File: config.mk
export PLATFORM = sky130hd
export DESIGN_NAME = min_max_controller_flat
export DESIGN_NICKNAME = d
export VERILOG_FILES = /design/src/rtl/min_max_controller_if.sv /design/src/rtl/min_max_controller.sv /design/src/flat_wrapper.sv
export SDC_FILE = /design/constraint.sdc
export NUM_CORES = 1
export LEC_CHECK = 0
export CORE_MARGIN = 2
export CORE_UTILIZATION = 45
export CTS_CLUSTER_SIZE = 40
export DETAILED_ROUTE_END_ITERATION = 16
export PLACE_DENSITY = 0.81
export SYNTH_ARGS = -nofsm -noshare
export SYNTH_HDL_FRONTEND = slang
export SYNTH_SLANG_ARGS = --single-unit
export TNS_END_PERCENT = 100
File: constraint.sdc
create_clock -name clock -period 2.6 [get_ports clock]
set_input_delay 0.78 -clock clock [delete_from_list [all_inputs] [get_ports clock]]
set_output_delay 0.78 -clock clock [all_outputs]
set_load 0.02 [all_outputs]
File: src/rtl/min_max_controller_if.sv
// Bundle of the sample-source handshake and the datapath clear/load signals
// seen by the min/max controller.
interface min_max_controller_if #(
  parameter int CNT_W = 16
);
  logic                    start;
  logic [CNT_W-1:0]        count;
  logic                    in_valid;
  logic signed [0:31]      in_data;
  logic                    in_ready;
  logic                    clear;
  logic                    load;
  logic signed [0:31]      data;
  logic                    busy;
  logic                    done;
  logic                    empty;

  modport master (
    output start, count, in_valid, in_data,
    input  in_ready, clear, load, data, busy, done, empty
  );

  modport slave (
    input  start, count, in_valid, in_data,
    output in_ready, clear, load, data, busy, done, empty
  );
endinterface

File: src/rtl/min_max_controller.sv
// Sequencer for the min/max datapath: clears it once per run, then forwards
// each accepted sample as a registered load and flags completion.
module min_max_controller #(
  parameter int CNT_W = 16
) (
  input logic                 clock,
  input logic                 reset_n,
  min_max_controller_if.slave bus
);

  typedef enum logic [2:0] {
    IDLE,
    CLR,
    ACCEPT,
    FLUSH,
    DONE
  } state_e;

  state_e             state_q, state_d;
  logic [CNT_W-1:0]   remaining_q, remaining_d;
  logic signed [0:31] data_q, data_d;
  logic               load_q, load_d;
  logic               empty_q, empty_d;

  always_ff @(posedge clock or negedge reset_n) begin
    if (!reset_n) begin
      state_q     <= IDLE;
      remaining_q <= '0;
      data_q      <= '0;
      load_q      <= 1'b0;
      empty_q     <= 1'b0;
    end else begin
      state_q     <= state_d;
      remaining_q <= remaining_d;
      data_q      <= data_d;
      load_q      <= load_d;
      empty_q     <= empty_d;
    end
  end

  // ACCEPT is only entered with remaining >= 1, so the decrement cannot wrap.
  always_comb begin
    state_d     = state_q;
    remaining_d = remaining_q;
    data_d      = data_q;
    load_d      = 1'b0;
    empty_d     = empty_q;
    case (state_q)
      IDLE: begin
        empty_d = 1'b0;
        if (bus.start) begin
          remaining_d = bus.count;
          state_d     = CLR;
        end
      end
      CLR: begin
        empty_d = (remaining_q == '0);
        state_d = (remaining_q == '0) ? DONE : ACCEPT;
      end
      ACCEPT: begin
        if (bus.in_valid) begin
          data_d      = bus.in_data;
          load_d      = 1'b1;
          remaining_d = remaining_q - 1'b1;
          if (remaining_q == CNT_W'(1)) begin
            state_d = FLUSH;
          end
        end
      end
      FLUSH: begin
        state_d = DONE;
      end
      DONE: begin
        empty_d = 1'b0;
        state_d = IDLE;
      end
      default: begin
        state_d = IDLE;
      end
    endcase
  end

  assign bus.in_ready = (state_q == ACCEPT);
  assign bus.clear    = (state_q == CLR);
  assign bus.busy     = (state_q != IDLE);
  assign bus.done     = (state_q == DONE);
  assign bus.load     = load_q;
  assign bus.data     = data_q;
  assign bus.empty    = empty_q;

endmodule
File: src/flat_wrapper.sv
// flat-port wrapper written by rule: the top's interface ports become plain ports
module min_max_controller_flat 
#(
  parameter int CNT_W = 16
)
  (clock, reset_n, bus_start, bus_count, bus_in_valid, bus_in_data, bus_in_ready, bus_clear, bus_load, bus_data, bus_busy, bus_done, bus_empty);
  min_max_controller_if #(.CNT_W(CNT_W)) bus_i ();
  input logic clock;
  input logic reset_n;
  input wire logic [$bits(bus_i.start)-1:0] bus_start;
  input wire logic [$bits(bus_i.count)-1:0] bus_count;
  input wire logic [$bits(bus_i.in_valid)-1:0] bus_in_valid;
  input wire logic [$bits(bus_i.in_data)-1:0] bus_in_data;
  output wire logic [$bits(bus_i.in_ready)-1:0] bus_in_ready;
  output wire logic [$bits(bus_i.clear)-1:0] bus_clear;
  output wire logic [$bits(bus_i.load)-1:0] bus_load;
  output wire logic [$bits(bus_i.data)-1:0] bus_data;
  output wire logic [$bits(bus_i.busy)-1:0] bus_busy;
  output wire logic [$bits(bus_i.done)-1:0] bus_done;
  output wire logic [$bits(bus_i.empty)-1:0] bus_empty;
  assign bus_i.start = bus_start;
  assign bus_i.count = bus_count;
  assign bus_i.in_valid = bus_in_valid;
  assign bus_i.in_data = bus_in_data;
  assign bus_in_ready = bus_i.in_ready;
  assign bus_clear = bus_i.clear;
  assign bus_load = bus_i.load;
  assign bus_data = bus_i.data;
  assign bus_busy = bus_i.busy;
  assign bus_done = bus_i.done;
  assign bus_empty = bus_i.empty;
  min_max_controller #(.CNT_W(CNT_W)) u_core (.clock(clock), .reset_n(reset_n), .bus(bus_i));
endmodule
# [After elaboration in Yosys (flattened, before gate mapping)]
# Index checks and enable logic that the tools add are counted.
[op_classes] add_sub_neg=1 eq_ne=8 n_mux=11 n_reduce_logical=9
[ops] operator="2-to-1 mux 16 bit" count=2
[ops] operator="one-hot mux 16 bit (2 select lines)" count=1
[ops] operator="equality test 16 x 1 -> 1 bit, second input constant" count=1
[ops] operator="logical NOT 16 bit" count=1
[ops] operator="subtractor 16 x 1 -> 16 bit, second input constant" count=1
[ops] operator="2-to-1 mux 3 bit" count=4
[ops] operator="one-hot mux 3 bit (4 select lines)" count=1
[ops] operator="equality test 3 x 2 -> 1 bit, second input constant" count=2
[ops] operator="AND reduction 3 bit" count=2
[ops] operator="!= test 2 bit, second input constant" count=2
[ops] operator="nonzero test 2 bit" count=2
[ops] operator="equality test 3 x 1 -> 1 bit, second input constant" count=1
[ops] operator="equality test 3 bit, second input constant" count=1
[ops] operator="logical NOT 3 bit" count=1
[ops] operator="nonzero test 3 bit" count=1
[ops] operator="2-to-1 mux 1 bit" count=2
[ops] operator="!= test 2 x 1 -> 1 bit, second input constant" count=1
[ops] operator="one-hot mux 1 bit (2 select lines)" count=1
[ops] operator="AND reduction 2 bit" count=1
[ops] operator="OR reduction 2 bit" count=1
[totals] reg_bits=53 wordCells=34

# [Logic depth before layout (Yosys ltp)]
# Gate-level depths: netlist of run 1.
[logic_depth] ltp_word=4 ltp_mapped=9

# [Worst setup path before layout of run 1]
# OpenSTA, ideal clock, no wires.
[synth_timing] kind="reg-to-output" from="register u_core.state_q[0]" to="output bus_in_ready" arrival_time_ns=1.468 t_required_ns=1.820 path_slack_ns=0.352 stages_incl_launch_ff=7 cell_sequence="dfrtp_1 > buf_2 > or3b_1 > clkbuf_1 > inv_1 > buf_2 > buf_2"
[synth_between] elab_chain_len=1
[synth_rtl] element="from (decl)" line="min_max_controller.sv:19" source="state_e state_q, state_d;"
[synth_rtl] element="from (signal assigned)" line="min_max_controller.sv:33" source="state_q <= state_d;"
[synth_rtl] element="equality test 3 x 2 -> 1 bit" line="min_max_controller.sv:83" source="assign bus.in_ready = (state_q == ACCEPT);"
[synth_rtl] element="to (decl)" line="flat_wrapper.sv:14" source="output wire logic [$bits(bus_i.in_ready)-1:0] bus_in_ready;"
# Every way passes these cells.

# [Worst setup path after layout of run 1]
[layout_timing] from="register u_core.state_q[2]" to="output bus_clear"
[layout_between] elab_chain_len=1
[layout_rtl] element="equality test 3 x 1 -> 1 bit" line="min_max_controller.sv:84" source="assign bus.clear = (state_q == CLR);"
[layout_rtl] element="to (decl)" line="flat_wrapper.sv:15" source="output wire logic [$bits(bus_i.clear)-1:0] bus_clear;"
# Every way passes these cells.

==> results of run 1 <==
==> critical path, cell delays in order, from the launching register on <==
cell and delay, ns:
dfrtp_1 0.45, inv_1 0.12, nand3b_1 0.12, inv_1 0.10, clkdlybuf4s50_1 0.60
==> per-layer routing <==
metal,up-vias,global-route usage,routed length [um]
met5,-,0,0
met2,86,0.310,2520
li1,963,-,-
met1,925,0.258,2650
met4,0,0.0316,21
met3,4,0.0460,415
==> repair_timing <==
| action | 4_1_cts | 5_1_grt |
|---|---|---|
| setup endpoints to repair | 2 | 1 |
| gates resized for setup | 3 | 1 |
| hold buffers | 0 | 0 |
| pin swaps | 0 | 0 |
==> synthesized netlist by cell type (all sizes together) (2+ instances only) <==
master / count
dfrtp: 53
mux2: 32
o21ai: 15
a21oi: 13
buf: 11
nand2: 10
nor3: 10
inv: 6
nor2: 6
a2bb2oi: 5
clkbuf: 4
nor4: 4
o22ai: 4
or3: 4
or4: 4
and2: 3
mux2i: 3
nand3: 3
a22oi: 2
ha: 2
o211a: 2
o211ai: 2
o2bb2ai: 2
o32ai: 2
or3b: 2
==> where the power goes <==
part           total (W)  switching [W]  internal (W)
combinational    0.00213        0.00103       0.00110
sequential       0.00152       0.000295       0.00123
clock           0.000585       0.000272      0.000313
==> cells in the final DEF, fill, tap and decap left out, types with 4 or more instances in the layout <==
master and instances:
mux2_2 32, nand2_1 10, inv_1 6, o22ai_1 4
clkbuf_8 6, nor3_1 6, a21oi_1 13, dfrtp_1 52
nor2_1 6, clkdlybuf4s50_1 86, nor3_2 4, nor4_1 4
buf_4 6, o21ai_0 15, a2bb2oi_1 5
==> worst max-delay path by stage <==
stage                           start                     to  depth (start not counted)
detailed placement       bus_in_valid  u_core.remaining_q[6]                          5
finish              u_core.state_q[2]              bus_clear                          4
floorplan           u_core.state_q[0]           bus_in_ready                          6
global route        u_core.state_q[2]              bus_clear                          4
CTS                 u_core.state_q[0]               bus_busy                          4
global placement         bus_in_valid  u_core.remaining_q[3]                          5
==> flip-flops by register name, indices dropped and copies added (netlist names) <==
name / count
u_core.bus.load: 1
u_core.remaining_q: 16
u_core.state_q: 3
u_core.bus.data: 32
u_core.bus.empty: 1
==> stage by stage <==
stage / util / hold slack [ns] / power (W)
after floorplan: - / 0.470 / 0.00277
after global placement: 0.641 / 0.489 / 0.00362
after detailed placement: 0.641 / 0.494 / 0.00369
after CTS: 0.664 / 0.515 / 0.00427
after global routing: 0.664 / 0.525 / 0.00452
final: 0.664 / 0.492 / 0.00424
==> area by class of cell <==
cell class                      instances  area (um^2)
Tap cell                               72         90.1
Multi-Input combinational cell        139         1060
Timing Repair Buffer                   97          972
Sequential cell                        53         1330
Clock inverter                          2         37.5
Inverter                                6         22.5
Fill cell                             422         1820
Clock buffer                            6         82.6
==> logic make-up (layout without fill, tap and decap cells) <==
kind of cell / count (synthesis) / after routing / share of synthesized area
flip-flops: 53 / 53 / 0.533
adder cells (fa/ha/maj): 2 / 2 / 0.0101
AND/OR/NAND/NOR: 52 / 52 / 0.127
AO/OA/AOI/OAI: 50 / 50 / 0.129
multiplexers: 35 / 35 / 0.157
buffers and inverters: 21 / 111 / 0.0433
==> impl_metrics.yaml, run 1 <==
status:
  status: "complete, no violations"
logic_synthesis:
  synth_seq_area_share: 0.533
  ys_top_cells_by_area: "dfrtp_1 (53%), mux2_2 (14%), o21ai_0 (3.0%), a21oi_1 (2.6%), a2bb2oi_1 (1.8%)"
  synth_edf_count: 0
  synth_top_area_share: 0.533
  netlist_instances: 213
  ys_seq_elements: 53
  avgSynthCellArea_um2: 11.7
  yosysWarnings: 0
  synth_async_sr_flop_share: 1.00
  synth_cell_types: 42
  yosys_most_used_dff: "dfrtp_1"
  yosys.area.top_type: "dfrtp_1"
  synth_area_um2: 2490
  syn-num-nets: 267
routing:
  wirelength_um: 5610
  vias_per_cell: 5.27
  postRouteAntennaNets: 0
  drtIter0Drc: 68
  vias: 1978
  wl_per_cell_um: 15.0
  first_pass_iters: 4
  drc_errors: 0
global_routing:
  grt_pass1_vias: 1938
  grtUsageTotal: 0.188
  grt_pass1_wl_um: 9190
  antenna_found_initial: 0
  grt_max_degree: 35
  overflow: 0
pwr:
  ir_worst_vdd_v: 0.000636
  p_per_area_nw_per_um2: 1180
  leakage_nw: 1.45
cts:
  cts.path.max_buffers: 2
  cts.htree.levels: 2
  clkLatencyLatePin_ns: 0.30
  path_clk_slew_ns: 0.09
  post_cts_buffers: 0
  cts_tree: "built"
  clock_sinks: 53
  cts_buffers: 5
  cts_root_buffer: "clkbuf_8"
timing:
  min_period_ns: 2.47
  hold_violations: 0
  fin_ws_ns: 0.128
  setup_viol: 0
  fmax_ghz: 0.405
  slew_headroom: 0.571
  timing.final.crit_share: 0.951
  slew_violations: 0
  fin_skew_ns: 0.00600
  fin_tns_setup_ns: 0
  rsz0062_at_grt: "no"
  tightest_slew_ns: 0.643
finish:
  stdcell_count: 375
  fin_nets: 356
  area_growth_pct: 44.4
  finalInstanceArea_um2: 3590
  drive_gt1_frac: 0.198
  diodes: 0
worst_setup_path:
  crit_path_start_kind: "flop"
  ff2ff_path_depth: 6
  timing.rr.start: "u_core.remaining_q[0]"
  cp_max_fo: 5
  r2r-end: "u_core.state_q[2]"
  endpoint_kind: "output port"
  cp.required_ns: 1.82
  cp_data_arrival_time_ns: 1.69
  critPathKind: "flop to output port"
  rrSetupSlack_ns: 0.24
floorplanning:
  initial_core_util: 0.460
  ios: 90
  die_area_um2: 6140
  die_height_um: 78.3
  design.core.area_um2: 5410
  rows: 27
  die_w_um: 78.3
placement:
  dp.cells: 367
  post_dp_cell_area_um2: 3460
  dp_slack_ns: 0.185
  hpwlAfterDp_um: 4150
  globalplace.congestion: 0.834
  port-buffer-count: 89
flow_run:
  maxCapViolCount: 0
min_path:
  hp-class: "input port to async pin"
Note: power is estimated with default switching activity, not from simulation.
==> run 2: changes to the inputs <==
Settings changed: HOLD_SLACK_MARGIN set to 0.05.
Clock period 2.6 ns to 2.8 ns, I/O delays scaled along.
==> run 2 against run 1 <==
First-iteration DRC count rose by 12%. Register-to-register slack improved by 0.19 ns. Core utilization fell by 1.2 points. Clock skew fell by 0.0033 ns. Cell count fell by 0.53%. Sequential cell count did not move. Largest power group unchanged. Cell area fell by 1.8%. Critical endpoint is now bus_in_ready. Combinational power fell by 8%. Setup slack got worse by 0.053 ns.
==> impl_metrics.yaml, run 2 (synthesis results as in run 1) <==
status:
  status: "complete, no violations"
worst_setup_path:
  cp.required_ns: 1.96
  critPathKind: "flop to output port"
  endpoint_kind: "output port"
  timing.rr.start: "u_core.remaining_q[0]"
  rrSetupSlack_ns: 0.43
  cp_data_arrival_time_ns: 1.89
  ff2ff_path_depth: 6
  crit_path_top_delay_cell: "clkdlybuf4s50_1"
  slowest_delay_ns: 0.60
  path_cells: "or3b_1 -> inv_1 -> clkdlybuf4s50_1"
  r2r-end: "u_core.state_q[1]"
  crit_path_start_kind: "flop"
  cp_max_fo: 8
min_path:
  hold_depth: 1
  hp-class: "flop to flop"
  hold_end: "u_core.bus.data[3]"
  hold_start: "u_core.bus.data[3]"
timing:
  hold_ws_ns: 0.511
  hold_violations: 0
  fin_skew_ns: 0.00271
  slew_violations: 0
  fmax_ghz: 0.367
  min_period_ns: 2.73
  fin_tns_setup_ns: 0
  rsz0062_at_grt: "no"
  timing.final.crit_share: 0.973
  tightest_slew_ns: 0.674
  setup_viol: 0
  slew_headroom: 0.551
placement:
  port-buffer-count: 89
  hpwlAfterDp_um: 4110
  globalplace.congestion: 0.782
  dp.cells: 365
finish:
  finish.utilization: 0.652
  diodes: 0
  largest_reg_flops: 32
  stdcell_count: 373
  drive_gt1_frac: 0.186
  layout_commonest_cell: "clkdlybuf4s50_1"
  fin_nets: 354
  area_growth_pct: 41.7
  most-common-layout-cells: "clkdlybuf4s50_1 (88), dfrtp_1 (52), mux2_2 (32), o21ai_0 (15), a21oi_1 (13)"
routing:
  wirelength_um: 5710
  postRouteAntennaNets: 0
  top_layer: "met4"
  vias_per_cell: 5.39
  wl_per_cell_um: 15.3
  vias: 2010
  drtIter0Drc: 76
  first_pass_iters: 4
  drc_errors: 0
  routedLengthMet1_um: 2590
  routed-wl-met2_um: 2680
  wl_met3_um: 426
global_routing:
  grt_pass1_vias: 1853
  grt_max_degree: 54
  grt_pass1_wl_um: 9020
  antenna_found_initial: 0
  overflow: 0
  grtUsageTotal: 0.188
floorplanning:
  initial_core_util: 0.460
  design.core.area_um2: 5410
  die_height_um: 78.3
  die_w_um: 78.3
  ios: 90
  die_area_um2: 6140
  rows: 27
pwr:
  switching_power_w: 0.00149
  pwr-share-comb: 0.517
  p_seq_frac: 0.372
  p_per_area_nw_per_um2: 1080
  power_frac_clock: 0.111
  intPower_w: 0.00233
  p_total_w: 0.00382
  leakage_nw: 1.41
  switching_share: 0.390
  ir_worst_vdd_v: 0.000620
cts:
  clkLatencyLatePin_ns: 0.30
  cts_tree: "built"
  cts_buffers: 5
  cts_root_buffer: "clkbuf_8"
  path_clk_slew_ns: 0.09
  cts_hold_repair.buffers: 0
  cts.path.max_buffers: 2
  cts.htree.levels: 2
  clock_sinks: 53
flow_run:
  maxCapViolCount: 0
[run 2: worst max-delay path, delay by kind of cell, from the launching register on]
| kind | cells | cell delay (ns) |
|---|---|---|
| simple gates | 1 | 0.42 |
| buf+inv | 2 | 0.69 |
| flops | 1 | 0.47 |
[run 2: area by class of cell]
cell class | instances | area, um^2
Inverter | 6 | 22.5
Sequential cell | 53 | 1330
Clock inverter | 2 | 15.0
Clock buffer | 6 | 72.6
Multi-Input combinational cell | 139 | 1050
Timing Repair Buffer | 95 | 943
Fill cell | 426 | 1880
Tap cell | 72 | 90.1
[run 2: power groups by stage]
stage                     Clock [W]  Sequential [W]  Combinational (W)
after floorplan                   0         0.00168           0.000897
after global placement            0         0.00141            0.00195
after detailed placement          0         0.00143            0.00199
after CTS                  0.000441         0.00142            0.00199
after global routing       0.000472         0.00147            0.00212
final                      0.000422         0.00142            0.00197
[run 2: worst max-delay path by stage]
stage,start,end,cells after the start
2_1_floorplan,u_core.state_q[0],bus_in_ready,6
3_3_place_gp,bus_in_valid,u_core.remaining_q[3],5
3_5_place_dp,bus_in_valid,u_core.remaining_q[10],5
4_1_cts,u_core.state_q[0],bus_in_ready,3
5_1_grt,u_core.state_q[0],bus_in_ready,3
6_report,u_core.state_q[0],bus_in_ready,3
[run 2: through the flow]
stage | cell area [um^2] | setup slack [ns]
finish | 3520 | 0.0745
global route | 3520 | 0.00520
detailed placement | 3430 | 0.309
global placement | 3430 | 0.358
floorplan | 2490 | 0.492
CTS | 3520 | 0.0396
[run 2: routing by layer]
metal | vias up | track usage
met2 | 89 | 0.316
met4 | 0 | 0.0368
met1 | 961 | 0.249
met5 | - | 0
met3 | 2 | 0.0471
li1 | 958 | -
[run 2: what timing repair did]
| action | 4_1_cts | 5_1_grt |
|---|---|---|
| setup endpoints to repair | 0 | 1 |
| setup buffers | 0 | 0 |
| resized for setup | 0 | 1 |
| endpoints found under the hold margin | 0 | 0 |
==> run 3: changes to the inputs <==
Settings changed: ABC_AREA set to 0.
==> results of run 3 <==
No change in the layout: final DEF, timing and power equal those of run 2.
